--- src/rtl/seven_segment_scan_param.sv ---
// Multiplexed hex seven-segment scanner with frame-synchronous load handshake and PWM brightness.
// Optional macro SEG_LEADING_ZERO_BLANK_EN blanks leading zero digits.
module seven_segment_scan_param #(
  parameter int NUM_DIGITS = 8,
  parameter int DIV_BITS   = 18
) (
  input  logic                    clk,
  input  logic                    reset,
  input  logic [4*NUM_DIGITS-1:0] num_in,
  input  logic [NUM_DIGITS-1:0]   dp_in,
  input  logic                    load_valid,
  output logic                    load_ready,
  input  logic [2:0]              bright,
  output logic [NUM_DIGITS-1:0]   an_out,
  output logic [7:0]              c_out
);

  localparam int IDX_W = (NUM_DIGITS > 1) ? $clog2(NUM_DIGITS) : 1;
  localparam logic [IDX_W-1:0] LAST_IDX = IDX_W'(NUM_DIGITS - 1);

  logic [DIV_BITS-1:0]     r_presc;
  logic [IDX_W-1:0]        r_idx;
  logic                    r_pending;
  logic                    r_rst_d;
  logic [4*NUM_DIGITS-1:0] r_pend_num;
  logic [NUM_DIGITS-1:0]   r_pend_dp;
  logic [4*NUM_DIGITS-1:0] r_disp_num;
  logic [NUM_DIGITS-1:0]   r_disp_dp;
  logic [NUM_DIGITS-1:0]   r_an_p1;
  logic [7:0]              r_seg_p1;

  logic                    w_wrap;
  logic                    w_frame;
  logic                    w_accept;
  logic                    w_on;
  logic [3:0]              w_nib;
  logic                    w_dp;
  logic                    w_blank;
  logic [NUM_DIGITS-1:0]   w_blank_mask;
  logic [NUM_DIGITS-1:0]   w_an;
  logic [7:0]              w_seg;

  // Active-low glyphs, bit order {g,f,e,d,c,b,a}.
  function automatic logic [6:0] f_hex7(input logic [3:0] n);
    case (n)
      4'h0: f_hex7 = 7'h40;
      4'h1: f_hex7 = 7'h79;
      4'h2: f_hex7 = 7'h24;
      4'h3: f_hex7 = 7'h30;
      4'h4: f_hex7 = 7'h19;
      4'h5: f_hex7 = 7'h12;
      4'h6: f_hex7 = 7'h02;
      4'h7: f_hex7 = 7'h78;
      4'h8: f_hex7 = 7'h00;
      4'h9: f_hex7 = 7'h10;
      4'hA: f_hex7 = 7'h08;
      4'hB: f_hex7 = 7'h03;
      4'hC: f_hex7 = 7'h46;
      4'hD: f_hex7 = 7'h21;
      4'hE: f_hex7 = 7'h06;
      default: f_hex7 = 7'h0E;
    endcase
  endfunction

`ifdef SEG_LEADING_ZERO_BLANK_EN
  // A digit is blanked while no nonzero nibble exists at or above it and its dp is off.
  function automatic logic [NUM_DIGITS-1:0] f_blank(input logic [4*NUM_DIGITS-1:0] v,
                                                    input logic [NUM_DIGITS-1:0]   dp);
    logic seen;
    f_blank = '0;
    seen    = 1'b0;
    for (int k = NUM_DIGITS - 1; k >= 1; k--) begin
      if (v[4*k +: 4] != 4'h0) seen = 1'b1;
      if (!seen && !dp[k]) f_blank[k] = 1'b1;
    end
  endfunction
`else
  function automatic logic [NUM_DIGITS-1:0] f_blank(input logic [4*NUM_DIGITS-1:0] v,
                                                    input logic [NUM_DIGITS-1:0]   dp);
    f_blank = (|v || |dp) ? '0 : '0;
  endfunction
`endif

  assign w_wrap     = &r_presc;
  assign w_frame    = w_wrap && (r_idx == LAST_IDX);
  // Held low for the cycle after reset so a freshly released block never sees a stale handshake.
  assign load_ready = !r_pending && !reset && !r_rst_d;
  assign w_accept   = load_valid && load_ready;
  assign w_on       = (r_presc[DIV_BITS-1 -: 3] <= bright);
  assign w_blank_mask = f_blank(r_disp_num, r_disp_dp);

  always_comb begin
    w_nib   = 4'h0;
    w_dp    = 1'b0;
    w_blank = 1'b0;
    w_an    = '1;
    for (int k = 0; k < NUM_DIGITS; k++) begin
      if (r_idx == IDX_W'(k)) begin
        w_nib   = r_disp_num[4*k +: 4];
        w_dp    = r_disp_dp[k];
        w_blank = w_blank_mask[k];
      end
    end
    for (int k = 0; k < NUM_DIGITS; k++) begin
      if ((r_idx == IDX_W'(k)) && w_on && !w_blank) w_an[k] = 1'b0;
    end
    w_seg = w_blank ? 8'hFF : {~w_dp, f_hex7(w_nib)};
  end

  always_ff @(posedge clk) begin
    if (reset) begin
      r_presc    <= '0;
      r_idx      <= '0;
      r_pending  <= 1'b0;
      r_rst_d    <= 1'b1;
      r_pend_num <= '0;
      r_pend_dp  <= '0;
      r_disp_num <= '0;
      r_disp_dp  <= '0;
      r_an_p1    <= '1;
      r_seg_p1   <= 8'hFF;
    end else begin
      r_rst_d <= 1'b0;
      r_presc <= r_presc + 1'b1;
      if (w_wrap) r_idx <= w_frame ? '0 : r_idx + 1'b1;
      if (w_frame && r_pending) begin
        r_disp_num <= r_pend_num;
        r_disp_dp  <= r_pend_dp;
        r_pending  <= 1'b0;
      end else if (w_accept) begin
        r_pend_num <= num_in;
        r_pend_dp  <= dp_in;
        r_pending  <= 1'b1;
      end
      // Output stage: reflects the scan state of the previous cycle.
      r_an_p1  <= w_an;
      r_seg_p1 <= w_seg;
    end
  end

  assign an_out = r_an_p1;
  assign c_out  = r_seg_p1;

endmodule

--- config.mk ---
export PLATFORM = sky130hd
export DESIGN_NAME = seven_segment_scan_param
export DESIGN_NICKNAME = d
export VERILOG_FILES = /design/src/rtl/seven_segment_scan_param.sv
export SDC_FILE = /design/constraint.sdc
export NUM_CORES = 1
export LEC_CHECK = 0
export BUFFER_PORTS_ARGS = -buffer_cell sky130_fd_sc_hd__buf_2
export CAP_MARGIN = 25
export CORE_MARGIN = 2
export CORE_UTILIZATION = 25
export DETAILED_ROUTE_END_ITERATION = 10
export PLACE_DENSITY = 0.45
export SYNTH_ARGS = -nofsm -noshare
export SYNTH_HDL_FRONTEND = slang
export SYNTH_SLANG_ARGS = --single-unit
--- constraint.sdc ---
create_clock -name clk -period 5.28 [get_ports clk]
set_input_delay 1.056 -clock clk [delete_from_list [all_inputs] [get_ports clk]]
set_output_delay 1.056 -clock clk [all_outputs]
set_load 0.1 [all_outputs]
* Word level (Yosys, flattened, before mapping)
Memories as Yosys holds them, arrays and structs flattened. A register that Yosys moved wholly into a read port is not among the register bits.
Index checks and enable logic that the tools add are counted.
W data, S select, Z words.
** Word-level totals
- Output and inout port bits :: 17
- Memory bits (read-only) :: 112
- Memories kept :: 1
- Flip-flop bits (word level) :: 119
** Operators by class
- Bitwise gates (word level) :: 2
- $lt $le $gt $ge :: 1
- Add/sub/neg operators :: 2
- Eq/ne operators :: 7
- Multiplexer cells :: 26
- Reduce and logical (&&, ||, !) cells :: 20
** Memories
- (no name shown) :: depth 16, width 7, rd ports 1, clocked after Yosys merged registers in 1, wr ports 0, RTL line 45 : case (n)
** Operators with widths (count)
- $mux W4 :: 8
- $add A18 B1 Y18 const B :: 1
- $reduce_and A18 Y1 :: 1
- $mux W1 :: 17
- $logic_and A1 B1 Y1 :: 13
- $eq A3 B3 Y1 const B :: 4
- $eq A3 B2 Y1 const B :: 2
- $add A3 B1 Y3 const B :: 1
- $eq A3 B1 Y1 const B :: 1
- $le A3 B3 Y1 :: 1
- $logic_not A1 Y1 :: 3
- $logic_not A3 Y1 :: 1
- $mux W3 :: 1
- $not A1 Y1 :: 2
- $reduce_and A2 Y1 :: 1
- $reduce_or A2 Y1 :: 1

* Depth between registers and ports, before layout
Gate-level depths: netlist (run 1).
- Depth after elaboration :: 10
- Gate-level depth with buffers :: 13

* Least setup slack after synthesis (run 1)
Ideal clock, no wire load.
- Kind :: input -> output
- From :: in reset
- To :: out load_ready
- Slack :: 1.026 ns
- Stages :: 1
- Data arrival time :: 3.198 ns
- Required time :: 4.224 ns
- Path buffers :: 0
- Path through :: nor3_1
** On the way
- Cells in the longest elaborated chain, start to end :: 3
** RTL lines
- start: declaration :: RTL line 8 : input logic reset,
- $logic_not A1 Y1 :: RTL line 87 : assign load_ready = !r_pending && !reset && !r_rst_d;
- $logic_and A1 B1 Y1 (2 in a row) :: RTL line 87
- end: declaration :: RTL line 12 : output logic load_ready,
Every way passes these cells.

* Worst setup path after layout (run 1)
- From :: reg r_idx[2]
- To :: reg r_seg_p1[6], in the netlist c_out[6]
** On the way
- Cells in the longest elaborated chain, start to end :: 9
- Elaborated cells between the ends (all ways) :: 16
** RTL lines
- start: declaration :: RTL line 22 : logic [IDX_W-1:0] r_idx;
- start signal: assignment :: RTL line 125 : if (w_wrap) r_idx <= w_frame ? '0 : r_idx + 1'b1;
- $logic_not A3 Y1 :: RTL line 98 : if (r_idx == IDX_W'(k)) begin
- $mux W4 (7 in a row) :: RTL line 98
- $mux W4 (*) :: RTL line 98
- end: declaration :: RTL line 30 : logic [7:0] r_seg_p1;
Every way passes the cells marked *; elsewhere a longest branch is shown, timed or not.
A chain may end at the register's enable or synchronous reset.

==> results of run 1 <==
## layer usage
| layer | vias to the layer above | share of wire | global-route usage |
|---|---|---|---|
| met5 | - | 0 | 0 |
| met1 | 1825 | 0.50 | 0.152 |
| met2 | 81 | 0.45 | 0.187 |
| met4 | 0 | 0.017 | 0.0500 |
| met3 | 14 | 0.033 | 0.0351 |
| li1 | 2006 | - | - |
## sequential cells by signal (all words and copies together) (netlist names)
register    flops
r_disp_dp       8
r_pending       1
r_pend_num     32
r_presc        18
r_idx           3
r_pend_dp       8
an_out          8
r_disp_num     32
r_rst_d         1
c_out           8
## per-stage QoR
stage	instances	util	instance area [sq um]	hold WS, ps
2_1_floorplan	567	-	5000	426
3_3_place_gp	860	0.279	5450	441
3_5_place_dp	860	0.279	5450	450
4_1_cts	892	0.306	5970	457
5_1_grt	892	0.306	5970	473
6_report	892	0.306	5970	454
## cell usage after synthesis (all sizes together) (3+ instances only)
| library cell | number |
|---|---|
| dfxtp | 119 |
| nand2 | 103 |
| nor2 | 74 |
| a21oi | 55 |
| mux2i | 44 |
| clkbuf | 20 |
| buf | 17 |
| ha | 16 |
| inv | 16 |
| nand3 | 13 |
| xor2 | 11 |
| nand2b | 7 |
| a31oi | 6 |
| nor2b | 6 |
| o21ai | 6 |
| xnor2 | 6 |
| o22ai | 4 |
| a221oi | 3 |
| a32oi | 3 |
| and4 | 3 |
| nand3b | 3 |
| nor3 | 3 |
| o221ai | 3 |
## layout make-up
cell class                      instances  share of cell area
Timing Repair Buffer                   65              0.0562
Tap cell                              265              0.0556
Clock inverter                          9             0.00881
Inverter                               17              0.0107
Clock buffer                           23              0.0784
Sequential cell                       119               0.399
Multi-Input combinational cell        394               0.391
## worst max-delay path by stage
stage / depth (start not counted) / slack (ps) / startpoint / end
after floorplan: 1 / 1030 / reset / load_ready
after global placement: 11 / 1940 / r_idx[2] / c_out[6]
after detailed placement: 11 / 1630 / r_idx[2] / c_out[6]
after CTS: 11 / 1630 / r_idx[2] / c_out[6]
after global routing: 11 / 1180 / r_idx[2] / c_out[6]
final: 11 / 1580 / r_idx[2] / c_out[6]
## cells by family (layout without fill, tap and decap cells)
group / after synthesis / in the layout
and+or+nand+nor: 222 / 222
muxes: 44 / 44
xor gates and xnor gates: 17 / 17
adders and majority gates: 16 / 16
DFF: 119 / 119
AOI/OAI and AO/OA: 95 / 95
buffers and inverters: 54 / 114
## power breakdown
part | total, mW | switching [mW] | internal [mW] | leakage, nW
combinational | 0.0924 | 0.0650 | 0.0274 | 1.01
clock | 1.00 | 0.388 | 0.617 | 0.252
sequential | 0.925 | 0.00996 | 0.915 | 0.965
total | 2.02 | 0.463 | 1.56 | 2.22
## critical path: stages, from the launching register on
cell	delay [ps]
dfxtp_1	710
clkinv_1	410
ha_1	440
nor2_1	260
o211ai_1	160
o2bb2ai_1	180
a22oi_1	510
inv_1	140
ha_1	240
o21ai_0	110
a21boi_0	240
o221ai_1	140
==> flow_metrics.env, run 1 <==
export IMPL_status="finished clean"
export IMPL_remaining_drc_errors=0
export IMPL_num_io_pins=63
export IMPL_ff2ff_setup_slack_ps=1580
export IMPL_synth_edf_count=0
export IMPL_dpl_worst_slack_ps=1630
export IMPL_layout_commonest_cell="dfxtp_1"
export IMPL_drt_first_iter_violations=201
export IMPL_synth_distinct_cells=50
export IMPL_yosysTopAreaCell="dfxtp_1"
export IMPL_fin_setup_tns_ps=0
export IMPL_regArea_sq_um=2380
export IMPL_synth_fp_nets=629
export IMPL_synth_flop_cell="dfxtp_1"
export IMPL_syn_inst=567
export IMPL_layout_common_cells="dfxtp_1 (119), nand2_1 (103), nor2_1 (73)"
export IMPL_drtAntennaViolNets=0
export IMPL_final_setup_viol_count=0
export IMPL_nFillCells=2127
export IMPL_grt_antenna_before_repair=0
export IMPL_synth_fa_ha_area_frac=0.0400
export IMPL_min_from="r_pend_dp[6]"
export IMPL_cp_arrival_ps=3960
export IMPL_synth_compound_area_share=0.116
export IMPL_post_cts_buffers=0
export IMPL_period_share=0.701
export IMPL_n_antenna_cell=0
export IMPL_fin_worst_skew_ps=13.4
export IMPL_synth_area_per_cell_sq_um=8.82
export IMPL_viasPerCell=4.40
export IMPL_finalCriticalPeriod_ps=3700
export IMPL_grt_pass1_wl_microns=20100
export IMPL_area_growth_pct=19.3
export IMPL_ys_warn_count=0
export IMPL_cts_buffers=17
export IMPL_tightest_slew_ps=991
export IMPL_synth_mux_area_frac=0.0881
export IMPL_yosys_area_share_xor_xnor=0.0298
export IMPL_grt_pass1_vias=3949
export IMPL_firstDrtPassIters=4
export IMPL_grtUsageTotal=0.119
export IMPL_cts_sinks=119
export IMPL_required_ps=5540
export IMPL_drive_gt1_frac=0.155
export IMPL_crit_path_start_kind="flop"
export IMPL_root_buffer="clkbuf_16"
export IMPL_port_buffers=62
export IMPL_min_to="r_pend_dp[6]"
export IMPL_grt_max_degree=95
export IMPL_cts_hold_buf=0
export IMPL_finalHoldViolations=0
export IMPL_critPathCaptureType="flop"
export IMPL_worstReg2RegEnd="c_out[6]"
export IMPL_gp_congestion=0.825
export IMPL_grt_ovfl_total=0
export IMPL_setup_ws_ps=1580
export IMPL_criticalPathCategory="flop to flop"
export IMPL_rows=51
export IMPL_rsz0062_at_grt="no"
export IMPL_yosysSeqAreaShare=0.476
export IMPL_path_clk_slew_ps=50
export IMPL_timing_fmax_mhz=270
export IMPL_core_area_sq_um=19500
export IMPL_p_leak_nw=2.22
export IMPL_max_cap_violations=0
export IMPL_hold_path_class="flop to flop"
export IMPL_multiInputGateArea_sq_um=2330
export IMPL_die_w_microns=145
export IMPL_cts_resized=0
export IMPL_ir_worst_vdd_mv=0.191
export IMPL_clockBufferDepth=2
export IMPL_num_vias=3926
export IMPL_total_power_mw=2.02
export IMPL_cts_tree="done"
export IMPL_rr_startpoint="r_idx[2]"
export IMPL_start_util=0.256
export IMPL_htreeDepth=4
export IMPL_p_per_area_nw_per_um2=339
export IMPL_nets=676
export IMPL_synth_top_area_share=0.476
export IMPL_fp_dieH_microns=145
export IMPL_wl_microns=12000
export IMPL_clk_latency_ps=410
export IMPL_ys_ff_latch=119
export IMPL_hold_depth=2
export IMPL_critPathMaxFanout=19
export IMPL_synthArstFlopShare=0
export IMPL_synth_top_family_by_area="simple AND/OR/NAND/NOR gates"
export IMPL_synth_simple_area_share=0.192
export IMPL_slew_headroom=0.339
export IMPL_r2r_worst_path_cells=11
export IMPL_die_area_sq_um=21100
export IMPL_synth_area_sq_um=5000
export IMPL_drv_slew=0
export IMPL_wire_per_inst_microns=13.4
export IMPL_yosys_top_cells_area="dfxtp_1 (48%), mux2i_1 (8.8%), nand2_1 (7.7%)"
export IMPL_dp_hpwl_microns=8400
No activity file was read; power rests on OpenSTA's default activity.
==> run 2: changes to the inputs <==
- ABC_AREA: default -> 1
- clock period: 5.28 -> 3.7 ns (I/O delays scaled with it)
==> run 2 against run 1 <==
Maximum frequency increased by 39%. Register-to-register slack worse by 540 ps. Worst hold slack improved by 5.1 ps. First-iteration DRC count increased by 75%. Wire length increased by 7.3%. Sequential power is 43% higher. Critical endpoint is now c_out[3]. Largest power group unchanged.
==> flow_metrics.env, run 2 <==
export IMPL_status="finished clean"
export IMPL_tightest_slew_ps=704
export IMPL_drt_first_iter_violations=351
export IMPL_num_io_pins=63
export IMPL_worstReg2RegEnd="c_out[3]"
export IMPL_fin_worst_skew_ps=9.53
export IMPL_hold_path_class="flop to flop"
export IMPL_grt_antenna_before_repair=0
export IMPL_p_per_area_nw_per_um2=508
export IMPL_fin_setup_tns_ps=0
export IMPL_slew_headroom=0.531
export IMPL_clock_power_share=0.545
export IMPL_ys_warn_count=0
export IMPL_reg_top3="r_disp_num (32), r_pend_num (32), r_presc (18)"
export IMPL_required_ps=3980
export IMPL_finalNonFillerCells=1032
export IMPL_synth_area_per_cell_sq_um=7.41
export IMPL_finalHoldViolations=0
export IMPL_grtUsageTotal=0.125
export IMPL_synthArstFlopShare=0
export IMPL_cts_tree="done"
export IMPL_crit_path_start_kind="flop"
export IMPL_cts_resized=0
export IMPL_cp_slowest_stage_delay_ps=330
export IMPL_grt_pass1_wl_microns=21600
export IMPL_criticalPathCategory="flop to flop"
export IMPL_wl_microns=12900
export IMPL_cts_sinks=119
export IMPL_ys_ff_latch=119
export IMPL_post_cts_buffers=0
export IMPL_cp_arrival_ps=2940
export IMPL_min_to="r_disp_num[7]"
export IMPL_n_antenna_cell=0
export IMPL_synth_area_sq_um=5180
export IMPL_min_from="r_pend_num[7]"
export IMPL_layout_common_cells="nand2_1 (202), dfxtp_1 (119), a21oi_1 (92)"
export IMPL_wire_per_inst_microns=12.5
export IMPL_synth_fp_nets=761
export IMPL_die_w_microns=148
export IMPL_p_int_mw=2.48
export IMPL_path_common_cell="nand2_1"
export IMPL_fp_dieH_microns=148
export IMPL_viasPerCell=4.25
export IMPL_layout_commonest_cell="nand2_1"
export IMPL_num_vias=4383
export IMPL_yosysSeqAreaShare=0.460
export IMPL_synth_top_area_share=0.460
export IMPL_area_growth_pct=22.5
export IMPL_core_area_sq_um=20300
export IMPL_dp_hpwl_microns=8990
export IMPL_drive_gt1_frac=0.175
export IMPL_path_cells="inv_1, ha_1, inv_1, nor2_1, nand2_1, nand3_1, nand3_1, nand2_1, nand2_1, nand2_1, nand2_1, nand2_1, nand2_1, ha_1, nand3_1, nor2_1, nor2_1, nand2_1, nand2_1"
export IMPL_clk_latency_ps=420
export IMPL_crit_slowest_cell="dfxtp_1"
export IMPL_pwr_share_comb=0.046
export IMPL_r2r_worst_path_cells=19
export IMPL_clockBufferDepth=2
export IMPL_gp_congestion=0.774
export IMPL_synth_flop_cell="dfxtp_1"
export IMPL_firstDrtPassIters=5
export IMPL_grt_pass1_vias=4191
export IMPL_drtAntennaViolNets=0
export IMPL_rsz0062_at_grt="no"
export IMPL_die_area_sq_um=21900
export IMPL_period_share=0.719
export IMPL_p_seq_frac=0.409
export IMPL_p_leak_nw=2.46
export IMPL_grt_ovfl_total=0
export IMPL_hold_depth=2
export IMPL_yosys_top_cells_count="nand2_1 (202), dfxtp_1 (119), a21oi_1 (92)"
export IMPL_power_switching_uw=741
export IMPL_drv_slew=0
export IMPL_finalCriticalPeriod_ps=2660
export IMPL_critPathCaptureType="flop"
export IMPL_htreeDepth=4
export IMPL_timing_fmax_mhz=376
export IMPL_final_setup_viol_count=0
export IMPL_rows=52
export IMPL_path_clk_slew_ps=60
export IMPL_ir_worst_vdd_mv=0.290
export IMPL_yosys_top_cells_area="dfxtp_1 (46%), nand2_1 (15%), a21oi_1 (8.9%)"
export IMPL_ff2ff_setup_slack_ps=1040
export IMPL_place_inst=1000
export IMPL_nets=811
export IMPL_cp_startpoint="r_idx[1]"
export IMPL_port_buffers=62
export IMPL_rr_startpoint="r_idx[1]"
export IMPL_setup_ws_ps=1040
export IMPL_dpl_worst_slack_ps=1040
export IMPL_synth_distinct_cells=33
export IMPL_syn_inst=699
export IMPL_yosysTopAreaCell="dfxtp_1"
export IMPL_swShare=0.230
export IMPL_root_buffer="clkbuf_16"
export IMPL_grt_max_degree=52
export IMPL_synth_edf_count=0
export IMPL_cts_hold_buf=0
export IMPL_start_util=0.255
export IMPL_max_cap_violations=0
export IMPL_yosysMostFrequentCell="nand2_1"
export IMPL_cts_buffers=17
export IMPL_critPathMaxFanout=6
export IMPL_remaining_drc_errors=0
run 2: changes by cell type after synthesis, sizes merged, moves of 7 or more:
cell	before	now
a21oi	55	99
clkbuf	20	31
nor2	74	41
nand2	103	215
mux2i	44	1
nand2b	7	0
nand3	13	80
xor2	11	0
buf	17	6
inv	16	51
run 2: area by class of cell:
| type | instances | area (sq um) |
|---|---|---|
| Clock inverter | 14 | 195 |
| Clock buffer | 18 | 429 |
| Inverter | 51 | 191 |
| Timing Repair Buffer | 68 | 370 |
| Tap cell | 270 | 338 |
| Fill cell | 2261 | 14000 |
| Multi-Input combinational cell | 492 | 2440 |
| Sequential cell | 119 | 2380 |
run 2: how the worst max path moves through the flow:
stage,slack [ps],depth (start not counted),to
final,1040,19,c_out[3]
after global routing,690,18,c_out[3]
after CTS,1020,19,c_out[3]
after detailed placement,1040,19,c_out[3]
after global placement,1050,19,c_out[3]
after floorplan,640,3,load_ready
run 2: critical path, delay by kind of cell, from the launching register on:
family,cells,cell delay [ps]
DFF,1,330
adders and majority gates,2,570
buffers and inverters,2,180
and+or+nand+nor,15,1440
run 2: metal layers:
layer / share of wire / global-route usage
met1: 0.55 / 0.181
met2: 0.39 / 0.175
met3: 0.043 / 0.0315
met4: 0.016 / 0.0481
met5: 0 / 0
run 2: logic make-up after synthesis:
family | after synthesis | synth area share
fa+ha+maj | 16 | 0.0386
compound gates | 122 | 0.128
xor+xnor | 1 | 0.00169
mux | 1 | 0.00193
simple gates | 352 | 0.300
buf+inv | 88 | 0.0700
flops | 119 | 0.460
run 2: metrics by stage:
stage          power [mW]   util  cell area, sq um  hold WS, ps
2_1_floorplan        1.44      -              5180          430
3_3_place_gp         1.50  0.282              5720          449
4_1_cts              3.26  0.313              6350          463
5_1_grt              3.35  0.313              6350          471
3_5_place_dp         1.50  0.282              5720          454
6_report             3.22  0.313              6350          459
run 2: power groups by stage:
stage | Clock [mW] | Combinational, mW | Sequential [mW]
after floorplan | 0 | 0.0708 | 1.37
final | 1.76 | 0.150 | 1.32
after global routing | 1.86 | 0.166 | 1.32
after global placement | 0 | 0.152 | 1.34
after CTS | 1.79 | 0.152 | 1.32
after detailed placement | 0 | 0.152 | 1.34
